$ cat config.mk
export PLATFORM = sky130hd
export DESIGN_NAME = if_id_fetch_queue_flat
export DESIGN_NICKNAME = d
export VERILOG_FILES = /design/src/rtl/if_id_fetch_queue_if.sv /design/src/rtl/if_id_fetch_queue.sv /design/src/flat_wrapper.sv
export SDC_FILE = /design/constraint.sdc
export NUM_CORES = 1
export LEC_CHECK = 0
export ABC_AREA = 0
export BUFFER_PORTS_ARGS = -buffer_cell sky130_fd_sc_hd__buf_2
export CORE_ASPECT_RATIO = 0.6
export CORE_MARGIN = 3
export CORE_UTILIZATION = 56
export CTS_CLUSTER_DIAMETER = 60
export DETAILED_ROUTE_END_ITERATION = 7
export PLACE_DENSITY = 0.77
export SYNTH_ARGS = -nofsm -noshare
export SYNTH_HDL_FRONTEND = slang
export SYNTH_SLANG_ARGS = --single-unit
$ cat constraint.sdc
create_clock -name clk -period 4.6 [get_ports clk]
set_input_delay 0.92 -clock clk [delete_from_list [all_inputs] [get_ports clk]]
set_output_delay 0.92 -clock clk [all_outputs]
set_load 0.005 [all_outputs]
$ cat src/rtl/if_id_fetch_queue_if.sv
// Handshake/bus bundle between the fetch stage, the IF/ID fetch queue and the ID stage.
// master drives push/stall/flush controls; slave (the queue) drives ready, ID outputs and occupancy.
interface if_id_fetch_queue_if #(
    parameter int XLEN  = 32,
    parameter int DEPTH = 4
);
    localparam int CW = $clog2(DEPTH) + 1;

    logic            push_valid;
    logic            push_ready;
    logic [XLEN-1:0] PC_IF;
    logic [31:0]     INSTRUCTION_IF;
    logic            IF_ID_write;
    logic            flush;
    logic [XLEN-1:0] PC_ID;
    logic [31:0]     INSTRUCTION_ID;
    logic            valid_ID;
    logic [CW-1:0]   count;

    modport master (
        output push_valid, PC_IF, INSTRUCTION_IF, IF_ID_write, flush,
        input  push_ready, PC_ID, INSTRUCTION_ID, valid_ID, count
    );

    modport slave (
        input  push_valid, PC_IF, INSTRUCTION_IF, IF_ID_write, flush,
        output push_ready, PC_ID, INSTRUCTION_ID, valid_ID, count
    );
endinterface

$ cat src/rtl/if_id_fetch_queue.sv
// Circular {PC, instruction} queue between IF and ID with a registered ID output stage.
// Define FETCHQ_BYPASS_EN to let a push into an empty, advancing queue go straight to the ID register.
module if_id_fetch_queue #(
    parameter int          XLEN      = 32,
    parameter int          DEPTH     = 4,
    parameter logic [31:0] NOP_INSTR = 32'h00000013
) (
    input logic                clk,
    input logic                reset,
    if_id_fetch_queue_if.slave bus
);
    localparam int PW = $clog2(DEPTH);
    localparam int CW = PW + 1;

    logic [XLEN-1:0] pc_mem_q    [DEPTH];
    logic [31:0]     instr_mem_q [DEPTH];

    logic [PW-1:0]   rd_ptr_q, rd_ptr_d;
    logic [PW-1:0]   wr_ptr_q, wr_ptr_d;
    logic [CW-1:0]   count_q, count_d;
    logic [XLEN-1:0] pc_id_q, pc_id_d;
    logic [31:0]     instr_id_q, instr_id_d;
    logic            valid_id_q, valid_id_d;

    logic push_ready;
    logic push_acc;
    logic empty;
    logic bypass;
    logic pop;
    logic wr_en;

    always_comb begin
        // Ready looks only at registered occupancy, so a full queue never relies on a same-cycle pop.
        push_ready = (count_q < CW'(DEPTH));
        empty      = (count_q == '0);
        push_acc   = bus.push_valid && push_ready && !bus.flush;
`ifdef FETCHQ_BYPASS_EN
        bypass     = push_acc && empty && bus.IF_ID_write;
`else
        bypass     = 1'b0;
`endif
        pop        = bus.IF_ID_write && !empty && !bus.flush;
        wr_en      = push_acc && !bypass;
    end

    always_comb begin
        rd_ptr_d   = rd_ptr_q;
        wr_ptr_d   = wr_ptr_q;
        count_d    = count_q;
        pc_id_d    = pc_id_q;
        instr_id_d = instr_id_q;
        valid_id_d = valid_id_q;

        if (bus.flush) begin
            rd_ptr_d   = '0;
            wr_ptr_d   = '0;
            count_d    = '0;
            pc_id_d    = '0;
            instr_id_d = NOP_INSTR;
            valid_id_d = 1'b0;
        end else begin
            if (bus.IF_ID_write) begin
                if (!empty) begin
                    pc_id_d    = pc_mem_q[rd_ptr_q];
                    instr_id_d = instr_mem_q[rd_ptr_q];
                    valid_id_d = 1'b1;
                end else if (bypass) begin
                    pc_id_d    = bus.PC_IF;
                    instr_id_d = bus.INSTRUCTION_IF;
                    valid_id_d = 1'b1;
                end else begin
                    pc_id_d    = '0;
                    instr_id_d = NOP_INSTR;
                    valid_id_d = 1'b0;
                end
            end
            // Pointers wrap for free because DEPTH is a power of two.
            if (pop) begin
                rd_ptr_d = rd_ptr_q + 1'b1;
            end
            if (wr_en) begin
                wr_ptr_d = wr_ptr_q + 1'b1;
            end
            count_d = count_q + CW'(wr_en) - CW'(pop);
        end
    end

    always_ff @(posedge clk or posedge reset) begin
        if (reset) begin
            rd_ptr_q   <= '0;
            wr_ptr_q   <= '0;
            count_q    <= '0;
            pc_id_q    <= '0;
            instr_id_q <= NOP_INSTR;
            valid_id_q <= 1'b0;
        end else begin
            rd_ptr_q   <= rd_ptr_d;
            wr_ptr_q   <= wr_ptr_d;
            count_q    <= count_d;
            pc_id_q    <= pc_id_d;
            instr_id_q <= instr_id_d;
            valid_id_q <= valid_id_d;
        end
    end

    // Storage carries no reset: only slots between the pointers are ever read.
    always_ff @(posedge clk) begin
        if (wr_en) begin
            pc_mem_q[wr_ptr_q]    <= bus.PC_IF;
            instr_mem_q[wr_ptr_q] <= bus.INSTRUCTION_IF;
        end
    end

    assign bus.push_ready     = push_ready;
    assign bus.PC_ID          = pc_id_q;
    assign bus.INSTRUCTION_ID = instr_id_q;
    assign bus.valid_ID       = valid_id_q;
    assign bus.count          = count_q;
endmodule

$ cat src/flat_wrapper.sv
// flat-port wrapper written by rule: the top's interface ports become plain ports
module if_id_fetch_queue_flat 
#(
    parameter int          XLEN      = 32,
    parameter int          DEPTH     = 4,
    parameter logic [31:0] NOP_INSTR = 32'h00000013
)
  (clk, reset, bus_push_valid, bus_PC_IF, bus_INSTRUCTION_IF, bus_IF_ID_write, bus_flush, bus_push_ready, bus_PC_ID, bus_INSTRUCTION_ID, bus_valid_ID, bus_count);
  if_id_fetch_queue_if #(.XLEN(XLEN), .DEPTH(DEPTH)) bus_i ();
  input logic clk;
  input logic reset;
  input wire logic [$bits(bus_i.push_valid)-1:0] bus_push_valid;
  input wire logic [$bits(bus_i.PC_IF)-1:0] bus_PC_IF;
  input wire logic [$bits(bus_i.INSTRUCTION_IF)-1:0] bus_INSTRUCTION_IF;
  input wire logic [$bits(bus_i.IF_ID_write)-1:0] bus_IF_ID_write;
  input wire logic [$bits(bus_i.flush)-1:0] bus_flush;
  output wire logic [$bits(bus_i.push_ready)-1:0] bus_push_ready;
  output wire logic [$bits(bus_i.PC_ID)-1:0] bus_PC_ID;
  output wire logic [$bits(bus_i.INSTRUCTION_ID)-1:0] bus_INSTRUCTION_ID;
  output wire logic [$bits(bus_i.valid_ID)-1:0] bus_valid_ID;
  output wire logic [$bits(bus_i.count)-1:0] bus_count;
  assign bus_i.push_valid = bus_push_valid;
  assign bus_i.PC_IF = bus_PC_IF;
  assign bus_i.INSTRUCTION_IF = bus_INSTRUCTION_IF;
  assign bus_i.IF_ID_write = bus_IF_ID_write;
  assign bus_i.flush = bus_flush;
  assign bus_push_ready = bus_i.push_ready;
  assign bus_PC_ID = bus_i.PC_ID;
  assign bus_INSTRUCTION_ID = bus_i.INSTRUCTION_ID;
  assign bus_valid_ID = bus_i.valid_ID;
  assign bus_count = bus_i.count;
  if_id_fetch_queue #(.XLEN(XLEN), .DEPTH(DEPTH), .NOP_INSTR(NOP_INSTR)) u_core (.clk(clk), .reset(reset), .bus(bus_i));
endmodule
==> impl_metrics.py, run 1 <==
metrics = {
    "status": {
        "status": "finished clean",
    },
    "sta": {
        "grt_setup_unrepaired": "no",
        "maxSlewViolCount": 0,
        "final_critical_path_setup_slack_ns": 2.184,
        "peak_clock_frequency_supported_by_timing_mhz": 413.9,
        "timing_worst_slew_pin_value_ns": 1.034,
        "final.period_utilization_pct": 52.52,
        "sum_of_negative_setup_slack_ns": 0,
        "report.final.setup_viol": 0,
        "timing.final.crit_period_ns": 2.416,
        "fin_skew_ns": 0.01298,
        "final.hold.worst_slack_ns": 0.4955,
        "timing.slew.headroom_pct": 31.04,
        "hold_viol": 0,
    },
    "setup_path": {
        "critical_path_peak_fanout": 6,
        "worst-setup-path-type": "reg2reg",
        "critical_path.startpoint_type": "register",
        "r2r_cells": 10,
        "r2r_start": "u_core.bus.count[2]",
        "cp-end-kind": "register",
        "cp_data_required_time_ns": 5.02,
        "worst_reg2reg_endpoint": "u_core.bus.count[2]",
        "arrival_worst_endpoint_ns": 2.83,
        "reg2reg_setup_slack_ns": 2.18,
    },
    "route": {
        "drt-pass1-iter-count": 5,
        "ant_nets": 0,
        "viasPerCell": 5.969,
        "detailroute.via_count": 5772,
        "drt_drc_violations_left": 0,
        "detail_route.iter0.violations": 441,
        "routed_wirelength_um": 23290,
        "post_drt_wl_per_cell_um": 24.08,
    },
    "yosys": {
        "synth_area_per_cell_sq_um": 22.88,
        "yosysSeqAreaShare_pct": 79.19,
        "netlist-cell-type-count": 25,
        "yosys_warnings": 0,
        "synth_fp_nets": 600,
        "syn-cell-area_sq_um": 11990,
        "ys_seq_elements": 328,
        "synthCells": 524,
    },
    "pwr": {
        "vdd.ir_drop.worst_mv": 0.2765,
        "post-layout-total-power_mw": 6.966,
        "pwr_density_cell_nw_per_um2": 504.9,
        "total_leakage_power_nw": 5.085,
    },
    "floorplanning": {
        "die_width_um": 194.9,
        "io_pins": 138,
        "die_area_sq_um": 23260,
        "die_height_um": 119.3,
        "initial_core_utilization_pct": 58.42,
        "coreArea_sq_um": 20520,
        "core_rows": 40,
    },
    "cts": {
        "cts_resized": 0,
        "cts_buffer_depth": 3,
        "post_cts_setup_bufs": 0,
        "clkSinkCount": 328,
        "cts.root.buffer_cell": "sky130_fd_sc_hd__clkbuf_16",
        "numCtsBuffers": 29,
        "clk_pin_slew_worst_setup_hold_paths_ns": 0.07,
        "cts.hold.buffers_added": 0,
        "tritoncts": "built",
        "clk-insertion-delay-late_ns": 0.54,
        "h-tree-depth": 1,
    },
    "final_layout": {
        "syn2layout_area_growth_pct": 15.09,
        "nFillCells": 1342,
        "nets": 747,
        "final_cell_area_sq_um": 13800,
        "instances_no_fill": 967,
        "fin_util_pct": 67.24,
        "layout-drive-gt1-share_pct": 37.95,
    },
    "place": {
        "post-dp-hpwl_um": 13500,
        "placed_area_sq_um": 12900,
        "port_buffers": 137,
        "dp_cells": 913,
        "worst_slack_placed_ns": 1.650,
        "place.gp.congestion": 0.7876,
    },
    "global_route": {
        "grt_start_max_net_pins": 66,
        "globalRoute.totalOverflow": 0,
        "initial_antenna_violation_count": 4,
        "via_count_of_the_first_global_routing_pass": 6165,
        "global_route_wire_length_before_repair_um": 36560,
        "groute.usage.overall_pct": 20.51,
    },
    "run": {
        "drv.max_cap_violation_count": 0,
    },
    "worst_hold_path": {
        "worstHoldPathType": "in2async",
    },
}
[cell usage in the layout, fill, tap and decap left out, types with 2 or more instances in the layout]
cell,instances
sky130_fd_sc_hd__xnor2_1,3
sky130_fd_sc_hd__clkbuf_1,6
sky130_fd_sc_hd__o32a_1,3
sky130_fd_sc_hd__clkbuf_8,3
sky130_fd_sc_hd__nand2_1,2
sky130_fd_sc_hd__dfrtp_4,2
sky130_fd_sc_hd__clkinvlp_4,5
sky130_fd_sc_hd__buf_2,137
sky130_fd_sc_hd__inv_1,7
sky130_fd_sc_hd__clkinv_2,6
sky130_fd_sc_hd__mux4_2,64
sky130_fd_sc_hd__buf_4,6
sky130_fd_sc_hd__ha_1,6
sky130_fd_sc_hd__a22o_1,61
sky130_fd_sc_hd__dfstp_2,3
sky130_fd_sc_hd__clkbuf_16,29
sky130_fd_sc_hd__dfrtp_1,67
sky130_fd_sc_hd__edfxtp_1,256
sky130_fd_sc_hd__xor2_1,2
sky130_fd_sc_hd__clkinv_1,4
sky130_fd_sc_hd__nor2_1,7
sky130_fd_sc_hd__and2_4,4
[per-layer routing]
layer	wire, um	share of wire (%)	global-route usage (%)
met1	10150	44	30.30
met2	11140	48	32.59
met3	1656	7.1	4.524
met4	299	1.3	3.783
met5	44	0.19	0
[layout make-up]
class / instances / area, sq um / share of cell area [%]
inverters: 9 / 35.03 / 0.2539
repair buffers: 143 / 730.7 / 5.296
clock buffers: 38 / 789.5 / 5.722
well taps: 273 / 341.6 / 2.476
flip-flops and latches: 328 / 9500 / 68.86
clock inverters: 15 / 107.6 / 0.7799
multi-input cells: 160 / 2290 / 16.60
diodes: 1 / 2.502 / 0.01814
[synth_stat cells (all sizes together)]
master / n / share of area [%]
mux2i: 1 / 0.084
buf: 17 / 1.3
nand2b: 1 / 0.052
mux4: 64 / 12
a22o: 61 / 4.5
dfstp: 3 / 0.66
xor2: 2 / 0.15
and2: 4 / 0.21
inv: 9 / 0.28
dfrtp: 69 / 14
ha: 6 / 0.63
o31ai: 1 / 0.063
nor2b: 1 / 0.052
fa: 1 / 0.17
o32a: 3 / 0.25
nor2: 8 / 0.25
edfxtp: 256 / 64
nand2: 2 / 0.063
o311ai: 2 / 0.29
xnor2: 3 / 0.22
clkbuf: 10 / 0.31
[kinds of logic after synthesis]
family / count (synthesis) / synth area share (%)
DFF: 328 / 79.19
AOI/OAI and AO/OA: 67 / 5.062
muxes: 65 / 12.11
buffers and inverters: 36 / 1.858
and+or+nand+nor: 16 / 0.6263
adders and majority gates: 7 / 0.7932
xor gates and xnor gates: 5 / 0.3654
[critical path, cell delays in order, from the launching register on]
cell and delay [ns]:
sky130_fd_sc_hd__dfrtp_1 0.49, sky130_fd_sc_hd__o311ai_4 0.43, sky130_fd_sc_hd__inv_2 0.07, sky130_fd_sc_hd__ha_1 0.28, sky130_fd_sc_hd__inv_1 0.06, sky130_fd_sc_hd__ha_1 0.14
sky130_fd_sc_hd__inv_1 0.05, sky130_fd_sc_hd__fa_1 0.41, sky130_fd_sc_hd__xnor2_1 0.18, sky130_fd_sc_hd__xnor2_1 0.14, sky130_fd_sc_hd__nor2_1 0.05
[state kept, by name, indices dropped and copies added, names as in the netlist]
| signal | cells |
|---|---|
| u_core.wr_ptr_q | 2 |
| u_core.rd_ptr_q | 2 |
| u_core.pc_mem_q | 128 |
| u_core.bus.PC_ID | 32 |
| u_core.bus.INSTRUCTION_ID | 32 |
| u_core.bus.count | 3 |
| u_core.bus.valid_ID | 1 |
| u_core.instr_mem_q | 128 |
[power breakdown]
group	internal [mW]	switching [mW]	leakage, nW
sequential	3.45	0.222	3.29
clock	1.26	1.03	0.427
combinational	0.555	0.443	1.36
total	5.27	1.69	5.08
[worst max path at each step]
stage | start | depth (start not counted) | slack, ns | endpoint
2_1_floorplan | bus_push_valid | 3 | 1.42 | u_core.instr_mem_q[0][0]
4_1_cts | u_core.bus.count[2] | 10 | 2.16 | u_core.bus.count[2]
3_3_place_gp | bus_flush | 12 | 1.77 | u_core.bus.count[2]
6_report | u_core.bus.count[2] | 10 | 2.18 | u_core.bus.count[2]
3_5_place_dp | bus_flush | 12 | 1.65 | u_core.bus.count[2]
5_1_grt | u_core.bus.count[2] | 10 | 2.02 | u_core.bus.count[2]
Power figures use the tool's default switching activity.
==> inputs of run 2 (changes only) <==
- CORE_UTILIZATION: 56 -> 52
- PLACE_DENSITY: 0.77 -> 0.75
- clock period: 4.6 -> 2 ns (I/O delays scaled with it)
==> run 2 against run 1 <==
Net effect: the flow now finishes with violations (negative setup slack); critical path type unchanged; first-iteration DRC count is 7.7% lower; critical endpoint unchanged; wire length is 1.2% higher; sequential power is 120% higher; via count is 0.28% higher; final cell count is 5.5% higher; critical path depth stayed put; hold slack worse by 0.42 ns; clock power is 130% higher; final area is 3.0% higher; core utilization is 3.6 points lower; die area is 7.4% higher; global-route usage is 1.4 points lower.
==> impl_metrics.py, run 2 (same netlist as run 1, synthesis figures left out) <==
metrics = {
    "status": {
        "status": "complete, but fails checks",
        "violated_checks": "negative setup slack",
    },
    "global_route": {
        "globalRoute.totalOverflow": 0,
        "global_route_wire_length_before_repair_um": 36470,
        "initial_antenna_violation_count": 5,
        "groute.usage.overall_pct": 19.11,
        "via_count_of_the_first_global_routing_pass": 6208,
        "grt_start_max_net_pins": 62,
    },
    "sta": {
        "final.hold.worst_slack_ns": 0.07988,
        "final.period_utilization_pct": 103.0,
        "hold_viol": 0,
        "sum_of_negative_setup_slack_ns": -0.06065,
        "peak_clock_frequency_supported_by_timing_mhz": 485.3,
        "fin_skew_ns": 0.008480,
        "timing_worst_slew_pin_value_ns": 0.7912,
        "report.final.setup_viol": 1,
        "maxSlewViolCount": 0,
        "timing.final.crit_period_ns": 2.061,
        "final_critical_path_setup_slack_ns": -0.06065,
        "grt_setup_unrepaired": "yes",
        "timing.slew.headroom_pct": 47.25,
    },
    "route": {
        "drt-pass1-iter-count": 4,
        "drt_drc_violations_left": 0,
        "routed_wirelength_um": 23570,
        "detailroute.via_count": 5788,
        "detail_route.iter0.violations": 407,
        "viasPerCell": 5.675,
        "post_drt_wl_per_cell_um": 23.11,
        "ant_nets": 0,
    },
    "cts": {
        "clk-insertion-delay-late_ns": 0.53,
        "clkSinkCount": 328,
        "h-tree-depth": 1,
        "clk_pin_slew_worst_setup_hold_paths_ns": 0.07,
        "tritoncts": "built",
        "cts.root.buffer_cell": "sky130_fd_sc_hd__clkbuf_16",
        "cts_buffer_depth": 3,
        "numCtsBuffers": 28,
    },
    "setup_path": {
        "cp_data_required_time_ns": 2.42,
        "timing.critical_path.from": "u_core.bus.count[2]",
        "path_common_cell": "sky130_fd_sc_hd__inv_2",
        "reg2reg_setup_slack_ns": -0.06,
        "r2r_cells": 10,
        "r2r_start": "u_core.bus.count[2]",
        "cp-end-kind": "register",
        "arrival_worst_endpoint_ns": 2.48,
        "critical_path.startpoint_type": "register",
        "slowest_delay_ns": 0.43,
        "critical_path_peak_fanout": 2,
        "worstPathCellList": "o311ai_4 > inv_2 > ha_4 > inv_2 > ha_4 > inv_2 > fa_2 > xnor2_2 > xnor2_1 > nor2_1",
        "worst-setup-path-type": "reg2reg",
        "worst_path_max_delay_cell": "sky130_fd_sc_hd__dfrtp_2",
    },
    "floorplanning": {
        "die_height_um": 123.6,
        "initial_core_utilization_pct": 53.68,
        "die_area_sq_um": 24970,
        "die_width_um": 202.0,
        "core_rows": 42,
        "coreArea_sq_um": 22330,
        "io_pins": 138,
    },
    "place": {
        "post-dp-hpwl_um": 13940,
        "place.gp.congestion": 0.7194,
        "port_buffers": 137,
        "dp_cells": 966,
    },
    "final_layout": {
        "fin_util_pct": 63.64,
        "reg.largest.list": "u_core.instr_mem_q x128, u_core.pc_mem_q x128",
        "instances_no_fill": 1020,
        "leading_cell_type_in_the_layout_fill_and_taps_excluded": "sky130_fd_sc_hd__edfxtp_1",
        "syn2layout_area_growth_pct": 18.57,
        "nFillCells": 1536,
        "layout-drive-gt1-share_pct": 40.79,
        "most_frequent_cells_in_the_layout": "sky130_fd_sc_hd__edfxtp_1 (256), sky130_fd_sc_hd__buf_2 (137), sky130_fd_sc_hd__dfrtp_1 (65), sky130_fd_sc_hd__mux4_2 (64), sky130_fd_sc_hd__a22o_1 (61)",
        "nets": 766,
    },
    "worst_hold_path": {
        "worst_hold_startpoint": "bus_INSTRUCTION_IF[8]",
        "min_path_cells": 1,
        "worstHoldPathType": "in2reg",
    },
    "run": {
        "drv.max_cap_violation_count": 0,
    },
    "pwr": {
        "vdd.ir_drop.worst_mv": 0.8121,
        "pwr_density_cell_nw_per_um2": 1140,
        "total_leakage_power_nw": 5.239,
    },
}
## run 2: worst paths after layout
check / endpoint
max: u_core.bus.count[2]
min in group asynchronous: u_core.bus.PC_ID[30]
max in group asynchronous: u_core.bus.INSTRUCTION_ID[0]
min reg2reg: u_core.bus.valid_ID
max reg2reg: u_core.bus.count[2]
min: u_core.instr_mem_q[0][8]
## run 2: per-stage QoR
| stage | setup WS (ns) | power (mW) | area [sq um] |
|---|---|---|---|
| after global placement | -0.004186 | 11.05 | 13300 |
| after global routing | -0.1241 | 16.88 | 14210 |
| final | -0.06065 | 16.20 | 14210 |
| after CTS | -0.06067 | 16.37 | 14210 |
| after floorplan | -0.2774 | 10.24 | 12040 |
| after detailed placement | -0.07868 | 11.16 | 13300 |
## run 2: power by group
group | leakage, nW | internal, mW | total (mW) | switching [mW]
combinational | 1.51 | 1.46 | 2.77 | 1.31
sequential | 3.29 | 7.94 | 8.21 | 0.267
clock | 0.439 | 2.93 | 5.22 | 2.29
## run 2: final cells by class
class                   count  area [sq um]  area share [%]
well taps                 308         385.4           2.711
multi-input cells         160          2327           16.37
flip-flops and latches    328          9503           66.86
inverters                   9         37.54          0.2641
repair buffers            163          1071           7.535
clock inverters            11         80.08          0.5634
diodes                      1         2.502         0.01761
clock buffers              40         807.0           5.678
## run 2: repair_timing
action	4_1_cts	5_1_grt
resized for setup	1	1
setup buffers	1	0
cloned	0	0
hold buffers	1	0
endpoints found under the setup margin	1	111
pin swaps	3	0
hold endpoints to repair	16	0
## run 2: per-layer routing
metal	global-route usage, %	up-vias	part of all wire (%)
met1	28.39	3070	45
met3	4.701	37	7.5
met2	29.96	171	46
met4	3.309	10	1.4
li1	-	2500	-
met5	0	-	0.26
## run 2: critical path, delay by kind of cell (launching register included)
| family | cells | cell delay [ns] |
|---|---|---|
| flip-flops | 1 | 0.43 |
| buffers and inverters | 3 | 0.18 |
| AND/OR/NAND/NOR | 1 | 0.06 |
| XOR/XNOR | 2 | 0.30 |
| adder cells (fa/ha/maj) | 3 | 0.67 |
| AO/OA/AOI/OAI | 1 | 0.31 |
==> inputs of run 3 (changes only) <==
- REMOVE_ABC_BUFFERS: unset -> 1
==> run 3 against run 2 <==
Net effect: clock skew is 0.0026 ns higher; fmax decreased by 2.6%; the flow still finishes with violations (negative setup slack); die area did not move; non-clock buffer count increased by 6; count of clock-buffer cells in the layout down 3; core utilization rose by 0.72 points.
==> impl_metrics.py, run 3 (same netlist as run 1, synthesis figures left out) <==
metrics = {
    "route": {
        "detailroute.via_count": 5886,
        "routed_wirelength_um": 24580,
        "ant_nets": 0,
        "post_drt_wl_per_cell_um": 23.95,
        "drt_drc_violations_left": 0,
        "drt-pass1-iter-count": 4,
        "viasPerCell": 5.737,
        "detail_route.iter0.violations": 338,
    },
    "pwr": {
        "post-layout-total-power_mw": 16.92,
        "pwr_density_cell_nw_per_um2": 1177,
        "vdd.ir_drop.worst_mv": 0.8398,
        "total_leakage_power_nw": 5.320,
    },
    "floorplanning": {
        "initial_core_utilization_pct": 53.68,
        "die_height_um": 123.6,
        "io_pins": 138,
        "die_width_um": 202.0,
        "core_rows": 42,
        "coreArea_sq_um": 22330,
        "die_area_sq_um": 24970,
    },
    "final_layout": {
        "most_frequent_cells_in_the_layout": "sky130_fd_sc_hd__edfxtp_1 (256), sky130_fd_sc_hd__buf_2 (137), sky130_fd_sc_hd__dfrtp_1 (67), sky130_fd_sc_hd__mux4_2 (64), sky130_fd_sc_hd__a22o_1 (61)",
        "multiInputGateArea_sq_um": 2332,
        "reg.largest.list": "u_core.instr_mem_q x128, u_core.pc_mem_q x128",
        "ff_latch_area_sq_um": 9500,
        "leading_cell_type_in_the_layout_fill_and_taps_excluded": "sky130_fd_sc_hd__edfxtp_1",
        "layout-drive-gt1-share_pct": 41.36,
        "nets": 773,
        "nFillCells": 1463,
        "fin_util_pct": 64.36,
        "syn2layout_area_growth_pct": 19.91,
        "final_cell_area_sq_um": 14380,
        "antenna_cells_inserted": 0,
    },
    "setup_path": {
        "reg2reg_setup_slack_ns": -0.12,
        "timing.critical_path.from": "u_core.bus.count[2]",
        "worst_reg2reg_endpoint": "u_core.bus.count[2]",
        "critical_path.startpoint_type": "register",
        "r2r_start": "u_core.bus.count[2]",
        "cp-end-kind": "register",
        "worst-setup-path-type": "reg2reg",
        "cp_data_required_time_ns": 2.42,
        "arrival_worst_endpoint_ns": 2.54,
        "critical_path_peak_fanout": 2,
        "r2r_cells": 10,
    },
    "place": {
        "placed_area_sq_um": 13270,
        "post-dp-hpwl_um": 14240,
        "port_buffers": 137,
        "place.gp.congestion": 0.7636,
    },
    "sta": {
        "maxSlewViolCount": 0,
        "timing_worst_slew_pin_value_ns": 0.4705,
        "timing.slew.headroom_pct": 68.63,
        "grt_setup_unrepaired": "yes",
        "final.period_utilization_pct": 105.8,
        "hold_viol": 0,
        "final_critical_path_setup_slack_ns": -0.1163,
        "fin_skew_ns": 0.01105,
        "report.final.setup_viol": 1,
        "peak_clock_frequency_supported_by_timing_mhz": 472.5,
        "timing.final.crit_period_ns": 2.116,
        "sum_of_negative_setup_slack_ns": -0.1163,
        "final.hold.worst_slack_ns": 0.06759,
    },
    "cts": {
        "cts_buffer_depth": 3,
        "numCtsBuffers": 29,
        "clkSinkCount": 328,
        "clk_pin_slew_worst_setup_hold_paths_ns": 0.06,
        "tritoncts": "built",
        "cts.root.buffer_cell": "sky130_fd_sc_hd__clkbuf_16",
        "clk-insertion-delay-late_ns": 0.54,
        "h-tree-depth": 1,
    },
    "global_route": {
        "groute.usage.overall_pct": 20.15,
        "globalRoute.totalOverflow": 0,
        "via_count_of_the_first_global_routing_pass": 6311,
        "initial_antenna_violation_count": 8,
        "global_route_wire_length_before_repair_um": 37920,
        "grt_start_max_net_pins": 73,
    },
    "worst_hold_path": {
        "worst_hold_startpoint": "bus_PC_IF[20]",
        "min_path_cells": 1,
        "hold_end": "u_core.pc_mem_q[2][20]",
        "worstHoldPathType": "in2reg",
    },
    "status": {
        "violated_checks": "negative setup slack",
        "status": "complete, but fails checks",
    },
    "run": {
        "drv.max_cap_violation_count": 0,
    },
}
run 3: cell type report:
class / count / area share [%]
inverter: 9 / 0.2437
multi-input combinational: 160 / 16.22
clock inverter: 15 / 1.532
tap: 308 / 2.681
timing repair buffer: 169 / 7.764
sequential: 328 / 66.09
clock buffer: 37 / 5.466
run 3: worst max path at each step:
stage                                   endpoint  slack [ns]  depth (start not counted)
CTS                          u_core.bus.count[2]       -0.13                         10
global route                 u_core.bus.count[2]       -0.16                         10
global placement             u_core.bus.count[2]       -0.15                         10
floorplan           u_core.bus.INSTRUCTION_ID[3]       -1.60                          2
finish                       u_core.bus.count[2]       -0.12                         10
detailed placement           u_core.bus.count[2]       -0.25                         10
run 3: timing repair:
action / 4_1_cts / 5_1_grt
setup endpoints to repair: 1 / 114
hold endpoints to repair: 69 / 0
hold buffers: 1 / 0
gates resized for setup: 9 / 4
pin swaps: 5 / 3
buffers inserted: 5 / 0
run 3: critical path: stages, from the launching register on:
cell and delay, ns:
sky130_fd_sc_hd__dfrtp_1 0.41, sky130_fd_sc_hd__o311ai_4 0.32, sky130_fd_sc_hd__inv_2 0.09, sky130_fd_sc_hd__ha_4 0.22, sky130_fd_sc_hd__inv_2 0.06, sky130_fd_sc_hd__ha_4 0.12
sky130_fd_sc_hd__inv_2 0.04, sky130_fd_sc_hd__fa_2 0.36, sky130_fd_sc_hd__xnor2_2 0.15, sky130_fd_sc_hd__xnor2_1 0.17, sky130_fd_sc_hd__nor2_1 0.07
run 3: where the power goes:
part	total, mW	internal [mW]	switching (mW)
sequential	8.25	7.94	0.312
clock	5.82	3.43	2.39
combinational	2.86	1.54	1.31
total	16.9	12.9	4.01
run 3: routing by layer:
metal | share of wire [%] | track usage [%]
met5 | 0.39 | 0
met4 | 1.3 | 3.788
met3 | 7.1 | 6.163
met2 | 48 | 32.57
met1 | 43 | 28.11
run 3: through the flow:
step	setup WS (ns)	std cells
4_1_cts	-0.1264	1026
6_report	-0.1163	1026
3_3_place_gp	-0.1456	968
2_1_floorplan	-1.601	497
5_1_grt	-0.1649	1026
3_5_place_dp	-0.2454	968
